## src/rtl/seq_player_if.sv

```systemverilog
// Stream and control bundle for seq_player: permutation word in, nibble stream and status out.
// master = the player, slave = the word source / stream consumer.
interface seq_player_if;
  logic [63:0] seq_all;
  logic        load;
  logic        abort;
  logic [3:0]  out_data;
  logic        out_valid;
  logic        out_ready;
  logic        out_last;
  logic        busy;
  logic        done;
  logic [7:0]  pass_cnt;
  logic        perm_err;

  modport master (
    input  seq_all, load, abort, out_ready,
    output out_data, out_valid, out_last, busy, done, pass_cnt, perm_err
  );

  modport slave (
    output seq_all, load, abort, out_ready,
    input  out_data, out_valid, out_last, busy, done, pass_cnt, perm_err
  );
endinterface

```

## src/rtl/seq_player.sv

```systemverilog
// Captures a 64-bit permutation word and streams its 16 nibbles over valid/ready.
// Optional macro SEQ_PLAYER_PERM_CHECK_EN rejects loads whose nibbles are not all distinct.
module seq_player #(
  parameter int STEP_GAP = 0,
  parameter int LOOP     = 0
) (
  input  logic          clk_i,
  input  logic          rst_ni,
  seq_player_if.master  bus
);

  typedef enum logic [1:0] {
    IDLE = 2'd0,
    PLAY = 2'd1,
    GAP  = 2'd2
  } state_e;

  localparam logic [7:0] GapInit = 8'(STEP_GAP);
  localparam bit         GapEn   = (STEP_GAP != 0);
  localparam bit         LoopEn  = (LOOP != 0);

  state_e      state_q, state_d;
  logic [63:0] shadow_q, shadow_d;
  logic [3:0]  idx_q, idx_d;
  logic [7:0]  gap_q, gap_d;
  logic        done_q, done_d;
  logic [7:0]  pass_q, pass_d;
  logic        valid;
  logic        xfer;
  logic        load_ok;

`ifdef SEQ_PLAYER_PERM_CHECK_EN
  logic [15:0] seen;
  logic        perm_err_q, perm_err_d;

  // A word is a permutation exactly when every nibble value 0..15 shows up.
  always_comb begin
    seen = '0;
    for (int k = 0; k < 16; k++) begin
      seen[bus.seq_all[4*k +: 4]] = 1'b1;
    end
  end

  assign load_ok = bus.load & (&seen);

  always_comb begin
    perm_err_d = perm_err_q;
    if (!bus.abort && (state_q == IDLE) && bus.load) begin
      perm_err_d = ~(&seen);
    end
  end

  always_ff @(posedge clk_i or negedge rst_ni) begin
    if (!rst_ni) begin
      perm_err_q <= 1'b0;
    end else begin
      perm_err_q <= perm_err_d;
    end
  end

  assign bus.perm_err = perm_err_q;
`else
  assign load_ok      = bus.load;
  assign bus.perm_err = 1'b0;
`endif

  assign valid = (state_q == PLAY);
  assign xfer  = valid & bus.out_ready;

  always_ff @(posedge clk_i or negedge rst_ni) begin
    if (!rst_ni) begin
      state_q  <= IDLE;
      shadow_q <= '0;
      idx_q    <= '0;
      gap_q    <= '0;
      done_q   <= 1'b0;
      pass_q   <= '0;
    end else begin
      state_q  <= state_d;
      shadow_q <= shadow_d;
      idx_q    <= idx_d;
      gap_q    <= gap_d;
      done_q   <= done_d;
      pass_q   <= pass_d;
    end
  end

  // Index advances at the transfer itself; while in GAP the data is masked, so it is never seen early.
  always_comb begin
    state_d  = state_q;
    shadow_d = shadow_q;
    idx_d    = idx_q;
    gap_d    = gap_q;
    done_d   = 1'b0;
    pass_d   = pass_q;

    if (bus.abort) begin
      state_d = IDLE;
      idx_d   = '0;
      gap_d   = '0;
    end else begin
      case (state_q)
        IDLE: begin
          if (load_ok) begin
            shadow_d = bus.seq_all;
            idx_d    = '0;
            pass_d   = '0;
            state_d  = PLAY;
          end
        end

        PLAY: begin
          if (xfer) begin
            if (idx_q == 4'd15) begin
              done_d = 1'b1;
              pass_d = (pass_q == 8'hFF) ? pass_q : pass_q + 8'd1;
            end
            if ((idx_q == 4'd15) && !LoopEn) begin
              state_d = IDLE;
              idx_d   = '0;
            end else begin
              idx_d = idx_q + 4'd1;
              if (GapEn) begin
                state_d = GAP;
                gap_d   = GapInit;
              end
            end
          end
        end

        GAP: begin
          if (gap_q <= 8'd1) begin
            state_d = PLAY;
            gap_d   = '0;
          end else begin
            gap_d = gap_q - 8'd1;
          end
        end

        default: begin
          state_d = IDLE;
        end
      endcase
    end
  end

  assign bus.out_valid = valid;
  assign bus.out_data  = valid ? shadow_q[{idx_q, 2'b00} +: 4] : 4'h0;
  assign bus.out_last  = valid & (idx_q == 4'd15);
  assign bus.busy      = (state_q != IDLE);
  assign bus.done      = done_q;
  assign bus.pass_cnt  = pass_q;

endmodule

```

## src/flat_wrapper.sv

```systemverilog
// flat-port wrapper written by rule: the top's interface ports become plain ports
module seq_player_flat 
#(
  parameter int STEP_GAP = 0,
  parameter int LOOP     = 0
)
  (clk_i, rst_ni, bus_seq_all, bus_load, bus_abort, bus_out_ready, bus_out_data, bus_out_valid, bus_out_last, bus_busy, bus_done, bus_pass_cnt, bus_perm_err);
  seq_player_if bus_i ();
  input  logic clk_i;
  input  logic rst_ni;
  input wire logic [$bits(bus_i.seq_all)-1:0] bus_seq_all;
  input wire logic [$bits(bus_i.load)-1:0] bus_load;
  input wire logic [$bits(bus_i.abort)-1:0] bus_abort;
  input wire logic [$bits(bus_i.out_ready)-1:0] bus_out_ready;
  output wire logic [$bits(bus_i.out_data)-1:0] bus_out_data;
  output wire logic [$bits(bus_i.out_valid)-1:0] bus_out_valid;
  output wire logic [$bits(bus_i.out_last)-1:0] bus_out_last;
  output wire logic [$bits(bus_i.busy)-1:0] bus_busy;
  output wire logic [$bits(bus_i.done)-1:0] bus_done;
  output wire logic [$bits(bus_i.pass_cnt)-1:0] bus_pass_cnt;
  output wire logic [$bits(bus_i.perm_err)-1:0] bus_perm_err;
  assign bus_i.seq_all = bus_seq_all;
  assign bus_i.load = bus_load;
  assign bus_i.abort = bus_abort;
  assign bus_i.out_ready = bus_out_ready;
  assign bus_out_data = bus_i.out_data;
  assign bus_out_valid = bus_i.out_valid;
  assign bus_out_last = bus_i.out_last;
  assign bus_busy = bus_i.busy;
  assign bus_done = bus_i.done;
  assign bus_pass_cnt = bus_i.pass_cnt;
  assign bus_perm_err = bus_i.perm_err;
  seq_player #(.STEP_GAP(STEP_GAP), .LOOP(LOOP)) u_core (.clk_i(clk_i), .rst_ni(rst_ni), .bus(bus_i));
endmodule
```

## config.mk

```make
export PLATFORM = sky130hd
export DESIGN_NAME = seq_player_flat
export DESIGN_NICKNAME = d
export VERILOG_FILES = /design/src/rtl/seq_player_if.sv /design/src/rtl/seq_player.sv /design/src/flat_wrapper.sv
export SDC_FILE = /design/constraint.sdc
export NUM_CORES = 1
export LEC_CHECK = 0
export ABC_AREA = 1
export BUFFER_PORTS_ARGS = -buffer_cell sky130_fd_sc_hd__buf_2
export CAP_MARGIN = 10
export CORE_MARGIN = 2
export CORE_UTILIZATION = 30
export DETAILED_ROUTE_END_ITERATION = 10
export MAX_ROUTING_LAYER = met4
export PLACE_DENSITY_LB_ADDON = 0.1
export SYNTH_ARGS = -nofsm -noshare
export SYNTH_HDL_FRONTEND = slang
export SYNTH_SLANG_ARGS = --single-unit
```

## constraint.sdc

```tcl
create_clock -name clk_i -period 1.39 [get_ports clk_i]
set_input_delay 0.0695 -clock clk_i [delete_from_list [all_inputs] [get_ports clk_i]]
set_output_delay 0.0695 -clock clk_i [all_outputs]
set_load 0.03 [all_outputs]
```

Word level (Yosys, flattened, before mapping)
Cells that the tools add are included.
{ "word_totals": {"regBits": 87, "inputBits": 69, "out_inout_bits": 17} }
{ "op_classes": {"addsub": 3, "order_cmp": 1, "eq_ne": 12, "shift": 1, "n_mux": 24, "n_bitwise": 3, "n_reduce_logical": 9} }
{ "op_table": {"columns": ["operator", "count"], "rows": [
  ["64-bit by 7-bit variable part select with 4-bit output", 1],
  ["8-bit 2-to-1 mux", 7],
  ["4-bit 2-to-1 mux", 5],
  ["8-bit case mux with 2 select lines", 1],
  ["2-bit 2-to-1 mux", 5],
  ["3-bit inequality test (second input constant)", 3],
  ["8-bit by 1-bit adder with 8-bit output (second input constant)", 1],
  ["8-bit == test (second input constant)", 1],
  ["8-bit by 1-bit less-or-equal comparator with 1-bit output (second input constant)", 1],
  ["2-bit inequality test (second input constant)", 4],
  ["4-bit case mux with 2 select lines", 1],
  ["8-bit by 1-bit subtractor with 8-bit output (second input constant)", 1],
  ["2-bit case mux with 3 select lines", 1],
  ["3-bit AND reduction", 2],
  ["6-bit AND reduction", 1],
  ["2-bit nonzero test", 3],
  ["4-bit by 1-bit adder with 4-bit output (second input constant)", 1],
  ["4-bit == test (second input constant)", 1],
  ["1-bit 2-to-1 mux", 4],
  ["4-bit AND reduction", 1],
  ["3-bit by 2-bit inequality test with 1-bit output (second input constant)", 1],
  ["3-bit nonzero test", 1],
  ["1-bit AND", 2],
  ["2-bit by 1-bit == test with 1-bit output (second input constant)", 1],
  ["3 further kinds", 3]
]} }

Longest topological paths before layout
Gate-level depths: netlist of run 1.
{ "depth": {"ltp_word": 5, "ltp_mapped": 9} }

Worst setup path before layout of run 1
Ideal clock, no wire load.
{ "synth_path": {"path_kind": "register to output", "from": "reg u_core.idx_q[0]", "to": "out bus_out_data[1]", "arrival_ns": 1.483, "t_required_ns": 1.321, "path_slack_ns": -0.162, "path_stages_with_launch": 9, "n_path_buf": 3, "cell_sequence": "dfrtp_1 -> buf_2 -> buf_6 -> buf_6 -> nand2_1 -> nand2_1 -> nand3_1 -> nand3_1 -> a21oi_1"} }
{ "synth_between": {"elab_chain_cells": 2} }
{ "synth_rtl": {"columns": ["item", "line_no", "text"], "rows": [
  ["from (decl)", "seq_player.sv:24", "logic [3:0] idx_q, idx_d;"],
  ["from (signal assigned)", "seq_player.sv:81", "idx_q <= idx_d;"],
  ["64-bit by 7-bit variable part select with 4-bit output", "seq_player.sv:148", "assign bus.out_data = valid ? shadow_q[{idx_q, 2'b00} +: 4] : 4'h0;"],
  ["4-bit 2-to-1 mux", "seq_player.sv:148", null],
  ["to (decl)", "flat_wrapper.sv:15", "output wire logic [$bits(bus_i.out_data)-1:0] bus_out_data;"]
]} }
Every way passes these cells.

Worst setup path in the final report of run 1
{ "layout_path": {"from": "reg u_core.idx_q[1]", "to": "out bus_out_data[3]"} }
The elaborated chain is that of the path after synthesis.

==> results of run 1 <==
## timing repair
action	4_1_cts	5_1_grt
gates resized for setup	20	25
setup endpoints to repair	15	18
setup buffers	1	1
endpoints found under the hold margin	86	0
cloned	0	1
hold buffers	60	0
pin swaps	0	2
## cell families (layout without fill, tap and decap cells)
logic type | Yosys count | in the layout
other cells | 1 | 1
flops | 78 | 78
xor+xnor | 4 | 4
simple gates | 230 | 231
buf+inv | 86 | 245
mux | 16 | 16
compound gates | 68 | 68
fa+ha+maj | 2 | 2
## worst min-delay path by stage
stage / startpoint / endpoint / slack [ps] / depth (start not counted)
global route: bus_seq_all[53] / u_core.shadow_q[53]$_DFFE_PN0P_ / 10 / 3
finish: bus_seq_all[59] / u_core.shadow_q[59]$_DFFE_PN0P_ / 10 / 3
CTS: bus_seq_all[59] / u_core.shadow_q[59]$_DFFE_PN0P_ / 5 / 3
floorplan: rst_ni / u_core.bus.done$_DFF_PN0_ / -230 / 0
detailed placement: rst_ni / u_core.shadow_q[18]$_DFFE_PN0P_ / 40 / 1
global placement: rst_ni / u_core.shadow_q[18]$_DFFE_PN0P_ / 40 / 1
## layout make-up
class | instances | area (um2)
multi-input combinational | 322 | 1740
timing repair buffer | 168 | 1310
clock buffer | 12 | 256
inverter | 61 | 230
fill | 1327 | 6940
clock inverter | 4 | 70.1
sequential | 78 | 1960
tap | 172 | 215
## per-stage QoR
step	TNS, ps	setup WS (ps)	area, um2	hold WS [ps]
after floorplan	-13.7	-13.7	3970	-226
after global routing	-3350	-468	5780	12.0
after detailed placement	-1510	-169	4670	38.4
after CTS	-2080	-387	5670	4.79
after global placement	-1410	-167	4670	42.1
final	-1980	-374	5780	10.0
## tightest hold or removal path: cells and delay by family
family	cells	cell delay, ps
AOI/OAI and AO/OA	1	120
buffers and inverters	1	80
and+or+nand+nor	1	40
## power breakdown
part	total [mW]	internal [mW]	switching (mW)
Sequential	2.97	2.77	0.206
Clock	2.59	1.66	0.925
Combinational	2.04	0.879	1.17
Total	7.60	5.31	2.30
## state kept, by name, summed over array words and instances, names as in the netlist
signal and count:
u_core.bus.done 1, u_core.bus.pass_cnt 8, u_core.idx_q 4, u_core.shadow_q 64, u_core.state_q 1
## layout by cell type, fill, tap and decap left out, types with 4 or more instances in the layout
cell type      instances
o21ai_0                4
dfrtp_2                5
inv_2                  4
nand2_1               82
o21ai_1                6
mux2_2                16
dfrtp_1               73
nand2_2                4
dlygate4sd3_1         60
inv_1                 56
nand3_1               38
nor2_1                83
nand3_2               10
a21oi_1               52
buf_2                 78
clkbuf_16              9
nand2_4                4
buf_4                 18
buf_12                 6
buf_6                  6
## routing by layer
metal	track usage, %	vias to the layer above	wire (um)
li1	-	1834	-
met1	22.0	1698	5040
met2	25.5	82	5040
met3	2.99	19	460
met4	7.81	0	261
met5	-	-	0
==> flow_summary.toml, run 1 <==
[setup_path]
critPathMaxStageDelay_ps = 450
rrSetupSlack_ps = -70
crit_cells = 7
crit_type = "register to output pin"
timing.rr.start = "u_core.idx_q[0]$_DFFE_PN0P_"
critical-path-top-delay-family = "flip-flops"
cp_max_fo = 13
r2r_cells = 9
cp_data_required_time_ps = 1320
critPathBufInv = 2
worstSetupEndpointType = "output pin"
cp_cell_sequence = "buf_4 > nor2_1 > nand2_1 > nand3_1 > nand3_2 > a21oi_4 > buf_6"
cp-startpoint = "u_core.idx_q[1]$_DFFE_PN0P_"
crit_path_end = "bus_out_data[3]"
slowest_stage = "dfrtp_2"
cp_data_arrival_time_ps = 1690
r2r_end = "u_core.bus.pass_cnt[2]$_DFFE_PN0P_"
cp-start-kind = "register"

[logic_synthesis]
synth_edf_count = 0
ys_seq_elements = 78
synth_area_leaders = "dfrtp_1 (50%), nand2_1 (8.2%), nor2_1 (8.2%)"
yosys_warnings = 0
synth_xor_area_share_pct = 0.892
synthFlopType = "dfrtp_1"
avgSynthCellArea_um2 = 8.10
synth-compound-area-share_pct = 8.86
synth.net_count = 556
synthAdderAreaFrac_pct = 0.637
synthCells = 485
synth_top_family_by_area = "simple AND/OR/NAND/NOR gates"
ys_seq_area_share_pct = 49.7
synthMuxAreaShare_pct = 4.59
netlist_area_um2 = 3930
ys_top_cells_by_count = "nand2_1 (86), nor2_1 (86), dfrtp_1 (78)"
synth_area_leader_cell = "dfrtp_1"
ys_async_sr_fraction_pct = 100
synthSimpleGateAreaFrac_pct = 24.9
synth.distinct_cells = 29
synth_top_area_share_pct = 49.7

[timing]
fmax_ghz = 0.567
skew_ps = 6.50
hold_viol = 0
min_period_ps = 1760
min_period_over_period_pct = 127
setup_ws_ps = -374
slew_viol_final = 0
finalSetupViolCount = 14
rsz0062_at_grt = "true"

[cells_and_area]
drive_gt1_share_pct = 28.4
fin_cells = 817
area_growth_pct = 47.2
diodes = 0
fin_util_pct = 45.5
nNetsFinal = 711

[pwr]
power_leakage_nw = 2.84
power.total_mw = 7.60
ir_worst_vdd_uv = 499
power_density_nw_per_um2 = 1320

[placed_design]
dp_hpwl_um = 7540
gp_congestion = 0.825
io_buffer_count = 84
place_inst = 738

[clocking]
worst_setup_hold_path_clk_slew_ps = 60
worstSkewPairLatency_ps = 340
clockBufferDepth = 2
cts-root-buf = "clkbuf_16"
cts_tree = "built"
h-tree-depth = 3
cts_buffers = 9
clock_sinks = 78

[grt]
antenna_found_initial = 0
grtUsageTotal_pct = 16.9
grt_pass1_vias = 3619
grt_max_degree = 61
grt_pass1_wl_um = 18100
overflow = 0

[floorplanning]
core-area_um2 = 12700
die_w_um = 118
die_h_um = 118
io_pins = 86
start_util_pct = 30.9
rows = 41
dieArea_um2 = 14000

[status]
status = "finished with violations"
violations = "setup timing"

[routing]
dr.pass1.iters = 4
num_vias = 3633
wire_per_inst_um = 13.2
drt-total-wl_um = 10800
drt_iter0_markers = 174
drc = 0
post_drt_via_cell_ratio = 4.45
antenna_left = 0

[hold_path]
hold_path.class = "input port to register"

[flow_run]
drv_cap = 0
No activity file was read; power rests on OpenSTA's default activity.
==> run 2, diff against run 1 <==
CORE_ASPECT_RATIO = 1.5   (was default)
SKIP_CTS_REPAIR_TIMING = 1   (was default)
==> flow_summary.toml, run 2 (synthesis results as in run 1) <==
[status]
status = "finished with violations"
violations = "hold timing, setup timing"

[clocking]
worstSkewPairLatency_ps = 340
cts_tree = "built"
worst_setup_hold_path_clk_slew_ps = 60
clockBufferDepth = 2
cts-root-buf = "clkbuf_16"
cts_buffers = 9
h-tree-depth = 3
clock_sinks = 78

[grt]
grt_max_degree = 61
overflow = 0
grt_pass1_vias = 3486
grt_pass1_wl_um = 17000
grtUsageTotal_pct = 15.8
antenna_found_initial = 0

[pwr]
power_leakage_nw = 2.84
switching_share_pct = 30.2
clockPowerShare_pct = 34.7
internal_power_mw = 5.63
ir_worst_vdd_uv = 633
pwr-share-comb_pct = 28.4
p_seq_share_pct = 36.9
p_sw_mw = 2.43
power_density_nw_per_um2 = 1400
power.total_mw = 8.06

[routing]
drt_iter0_markers = 107
drt-total-wl_um = 11100
drc = 0
dr.pass1.iters = 4
post_drt_via_cell_ratio = 4.55
wire_per_inst_um = 14.2
antenna_left = 0
num_vias = 3550

[setup_path]
cp-start-kind = "register"
crit_type = "register to output pin"
cp_max_fo = 9
cp_data_arrival_time_ps = 1800
worstSetupEndpointType = "output pin"
cp_data_required_time_ps = 1320

[floorplanning]
io_pins = 86
core-area_um2 = 12900
die_h_um = 144
start_util_pct = 30.5
die_w_um = 97.4
rows = 51
dieArea_um2 = 14000

[timing]
slew_viol_final = 0
hold_viol = 32
rsz0062_at_grt = "true"
min_period_ps = 1870
finalSetupViolCount = 16
setup_ws_ps = -482
holdWs_ps = -25.9
min_period_over_period_pct = 135
skew_ps = 4.36
fmax_ghz = 0.534

[placed_design]
dp_hpwl_um = 7820
placed_cell_area_um2 = 4690
gp_congestion = 0.798
io_buffer_count = 84

[cells_and_area]
area_growth_pct = 46.3
design_area_um2 = 5750
regMostFlops = "u_core.shadow_q"
final_cell_mix = "nor2_1 (79), buf_2 (78), dfrtp_1 (74), nand2_1 (73), inv_1 (57)"
fill_cells = 1325
nNetsFinal = 688
diodes = 0
final_common_cell = "nor2_1"
drive_gt1_share_pct = 36.0
largest_register_ffs = 64

[hold_path]
hold_path.class = "input port to register"

[flow_run]
drv_cap = 0
==> run 2: cell count changes in the layout (fill, tap and decap cells not counted), sizes merged <==
cell,before,now
buf,108,117
clkinv,3,0
bufinv,2,3
nand2,90,89
dlygate4sd3,60,24
clkinvlp,0,3
clkbuf,12,16
==> run 2: stage by stage <==
stage                     std cells  utilization (%)  setup WS [ps]  setup TNS, ps
after global routing            781             44.6           -564          -6060
after detailed placement        731             36.4           -251          -2570
after floorplan                 485                -          -13.7          -13.7
after CTS                       747             39.2           -632          -4640
final                           781             44.6           -482          -4630
after global placement          731             36.4           -220          -2050
==> run 2: power groups by stage <==
stage               Combinational, mW  Clock [mW]  Sequential [mW]
floorplan                        1.27           0             2.94
global placement                 1.82           0             2.99
detailed placement               1.83           0             3.00
CTS                              1.84        2.86             2.96
global route                     2.56        2.95             3.03
finish                           2.29        2.80             2.97
==> run 2: cell type report <==
class                      count  area [um2]  share of cell area (%)
clock inverter                 5         105                    1.83
multi-input combinational    321        1840                    32.0
inverter                      61         235                    4.09
sequential                    78        1960                    34.1
tap                          159         199                    3.46
timing repair buffer         146        1160                    20.1
clock buffer                  11         253                    4.40
==> run 2: layer usage <==
metal	routed length [um]	share of wire (%)	global-route usage (%)	vias up
met2	5860	53	27.3	63
li1	-	-	-	1785
met4	48	0.43	5.12	0
met1	4880	44	18.6	1700
met3	329	3.0	3.19	2
met5	0	0	-	-
==> run 2: worst max-delay path, cell delays in order, from the launching register on <==
cell and delay (ps):
dfrtp_4 510, buf_8 150, clkbuf_16 160, nand2_1 80, nand3_2 80, nand3_2 80, nand3_2 90, a21oi_4 150
buf_6 150
==> run 2: path summary, 6_finish.rpt <==
path / startpoint / to / cells past startpoint / slack [ps]
max: u_core.idx_q[0]$_DFFE_PN0P_ / bus_out_data[3] / 8 / -480
min: bus_seq_all[11] / u_core.shadow_q[11]$_DFFE_PN0P_ / 3 / -30
max reg2reg: u_core.idx_q[0]$_DFFE_PN0P_ / u_core.bus.pass_cnt[5]$_DFFE_PN0P_ / 10 / -270
min reg2reg: u_core.bus.pass_cnt[7]$_DFFE_PN0P_ / u_core.bus.pass_cnt[7]$_DFFE_PN0P_ / 2 / 510
max in group asynchronous: rst_ni / u_core.shadow_q[51]$_DFFE_PN0P_ / 3 / 660
min in group asynchronous: rst_ni / u_core.shadow_q[23]$_DFFE_PN0P_ / 2 / 180
==> run 3, diff against run 2 <==
BUFFER_PORTS_ARGS = default   (was -buffer_cell sky130_fd_sc_hd__buf_2)
CTS_BUF_LIST = sky130_fd_sc_hd__clkbuf_8   (was default)
DONT_BUFFER_PORTS = 1   (was default)
TNS_END_PERCENT = 30   (was default)
==> flow_summary.toml, run 3 (synthesis results as in run 1) <==
[status]
status = "finished with violations"
violations = "hold timing, setup timing"

[timing]
hold_viol = 80
min_period_ps = 1910
min_period_over_period_pct = 137
finalSetupViolCount = 16
slew_viol_final = 0
skew_ps = 13.0
rsz0062_at_grt = "true"
fmax_ghz = 0.524
setup_ws_ps = -519
holdWs_ps = -616

[floorplanning]
start_util_pct = 30.5
dieArea_um2 = 14000
die_h_um = 144
die_w_um = 97.4
io_pins = 86
core-area_um2 = 12900
rows = 51

[cells_and_area]
area_growth_pct = 43.3
design_area_um2 = 5630
regMostFlops = "u_core.shadow_q"
largest_register_ffs = 64
nNetsFinal = 652
diodes = 0
drive_gt1_share_pct = 26.3
final_common_cell = "nor2_1"
final_cell_mix = "nor2_1 (80), dfrtp_1 (74), nand2_1 (67), dlygate4sd3_1 (66), inv_1 (57)"
fin_cells = 744
fin_util_pct = 43.7

[clocking]
clockBufferDepth = 2
cts_buffers = 9
cts_tree = "built"
worstSkewPairLatency_ps = 370
h-tree-depth = 3
cts-root-buf = "clkbuf_8"
worst_setup_hold_path_clk_slew_ps = 80
clock_sinks = 78

[setup_path]
worstSetupEndpointType = "output pin"
cp_data_required_time_ps = 1320
cp-start-kind = "register"
critical-path-top-delay-family = "flip-flops"
cp_data_arrival_time_ps = 1840
critPathBufInv = 3
critPathMaxStageDelay_ps = 530
crit_type = "register to output pin"
slowest_stage = "dfrtp_4"
cp_cell_sequence = "buf_4 > clkbuf_16 > nand2_1 > nand3_2 > nand3_1 > nand3_1 > a21oi_2 > buf_6"
critPathMostFrequentCell = "nand3_1"
cp_max_fo = 5

[placed_design]
place_inst = 654
io_buffer_count = 0
dp_hpwl_um = 7830
placed_cell_area_um2 = 4280
gp_congestion = 0.853

[grt]
antenna_found_initial = 0
grt_pass1_vias = 3233
overflow = 0
grtUsageTotal_pct = 15.7
grt_pass1_wl_um = 16600
grt_max_degree = 79

[pwr]
power_density_nw_per_um2 = 1260
power_leakage_nw = 2.65
ir_worst_vdd_uv = 550

[routing]
antenna_left = 0
drt_iter0_markers = 167
wire_per_inst_um = 14.9
dr.pass1.iters = 6
drt-total-wl_um = 11100
num_vias = 3480
drc = 0
post_drt_via_cell_ratio = 4.68

[hold_path]
hold_path.class = "input port to asynchronous set/reset pin"

[flow_run]
drv_cap = 0
[run 3: worst reg2reg max path, cell delays in order, from the launching register on]
cell and delay (ps):
dfrtp_4 470, buf_8 150, ha_1 210, nand3_2 120, nor3_2 160, nand2_1 90
nand2_2 90, nand2_4 100, nand2_1 80, o21ai_0 80
[run 3: final timing paths]
check,start,end,slack [ps],cells after the start
hold reg to reg,u_core.shadow_q[8]$_DFFE_PN0P_,u_core.shadow_q[8]$_DFFE_PN0P_,520,1
setup reg to reg,u_core.idx_q[0]$_DFFE_PN0P_,u_core.bus.pass_cnt[2]$_DFFE_PN0P_,-260,9
max in group asynchronous,rst_ni,u_core.shadow_q[1]$_DFFE_PN0P_,1890,0
hold / removal,rst_ni,u_core.shadow_q[27]$_DFFE_PN0P_,-620,0
min in group clk_i,bus_abort,u_core.idx_q[2]$_DFFE_PN0P_,-10,3
setup / recovery,u_core.idx_q[0]$_DFFE_PN0P_,bus_out_data[1],-520,8
[run 3: layout make-up]
type                    count  area (um2)
clock buffers              11         151
clock inverters             4        71.3
inverters                  61         234
well taps                 159         199
flip-flops and latches     78        1960
multi-input cells         321        1870
fillers                  1329        7260
repair buffers            110        1140
[run 3: layer usage]
layer	part of all wire (%)	GRT usage [%]	vias to the layer above
met5	0	-	-
met4	1.9	6.21	0
met3	3.9	4.49	18
met2	53	27.0	71
met1	41	17.2	1679
li1	-	-	1712
[run 3: per-stage QoR]
step	setup WS, ps	power (mW)	TNS [ps]
global placement	-140	4.62	-869
finish	-519	7.12	-4690
detailed placement	-164	4.65	-1340
global route	-613	7.55	-6260
floorplan	-81.2	4.21	-296
CTS	-576	6.62	-3410
[run 3: where the power goes]
group	total [mW]	switching [mW]	internal [mW]
Combinational	2.19	1.23	0.967
Sequential	2.98	0.216	2.76
Clock	1.94	0.851	1.09
Total	7.12	2.29	4.82
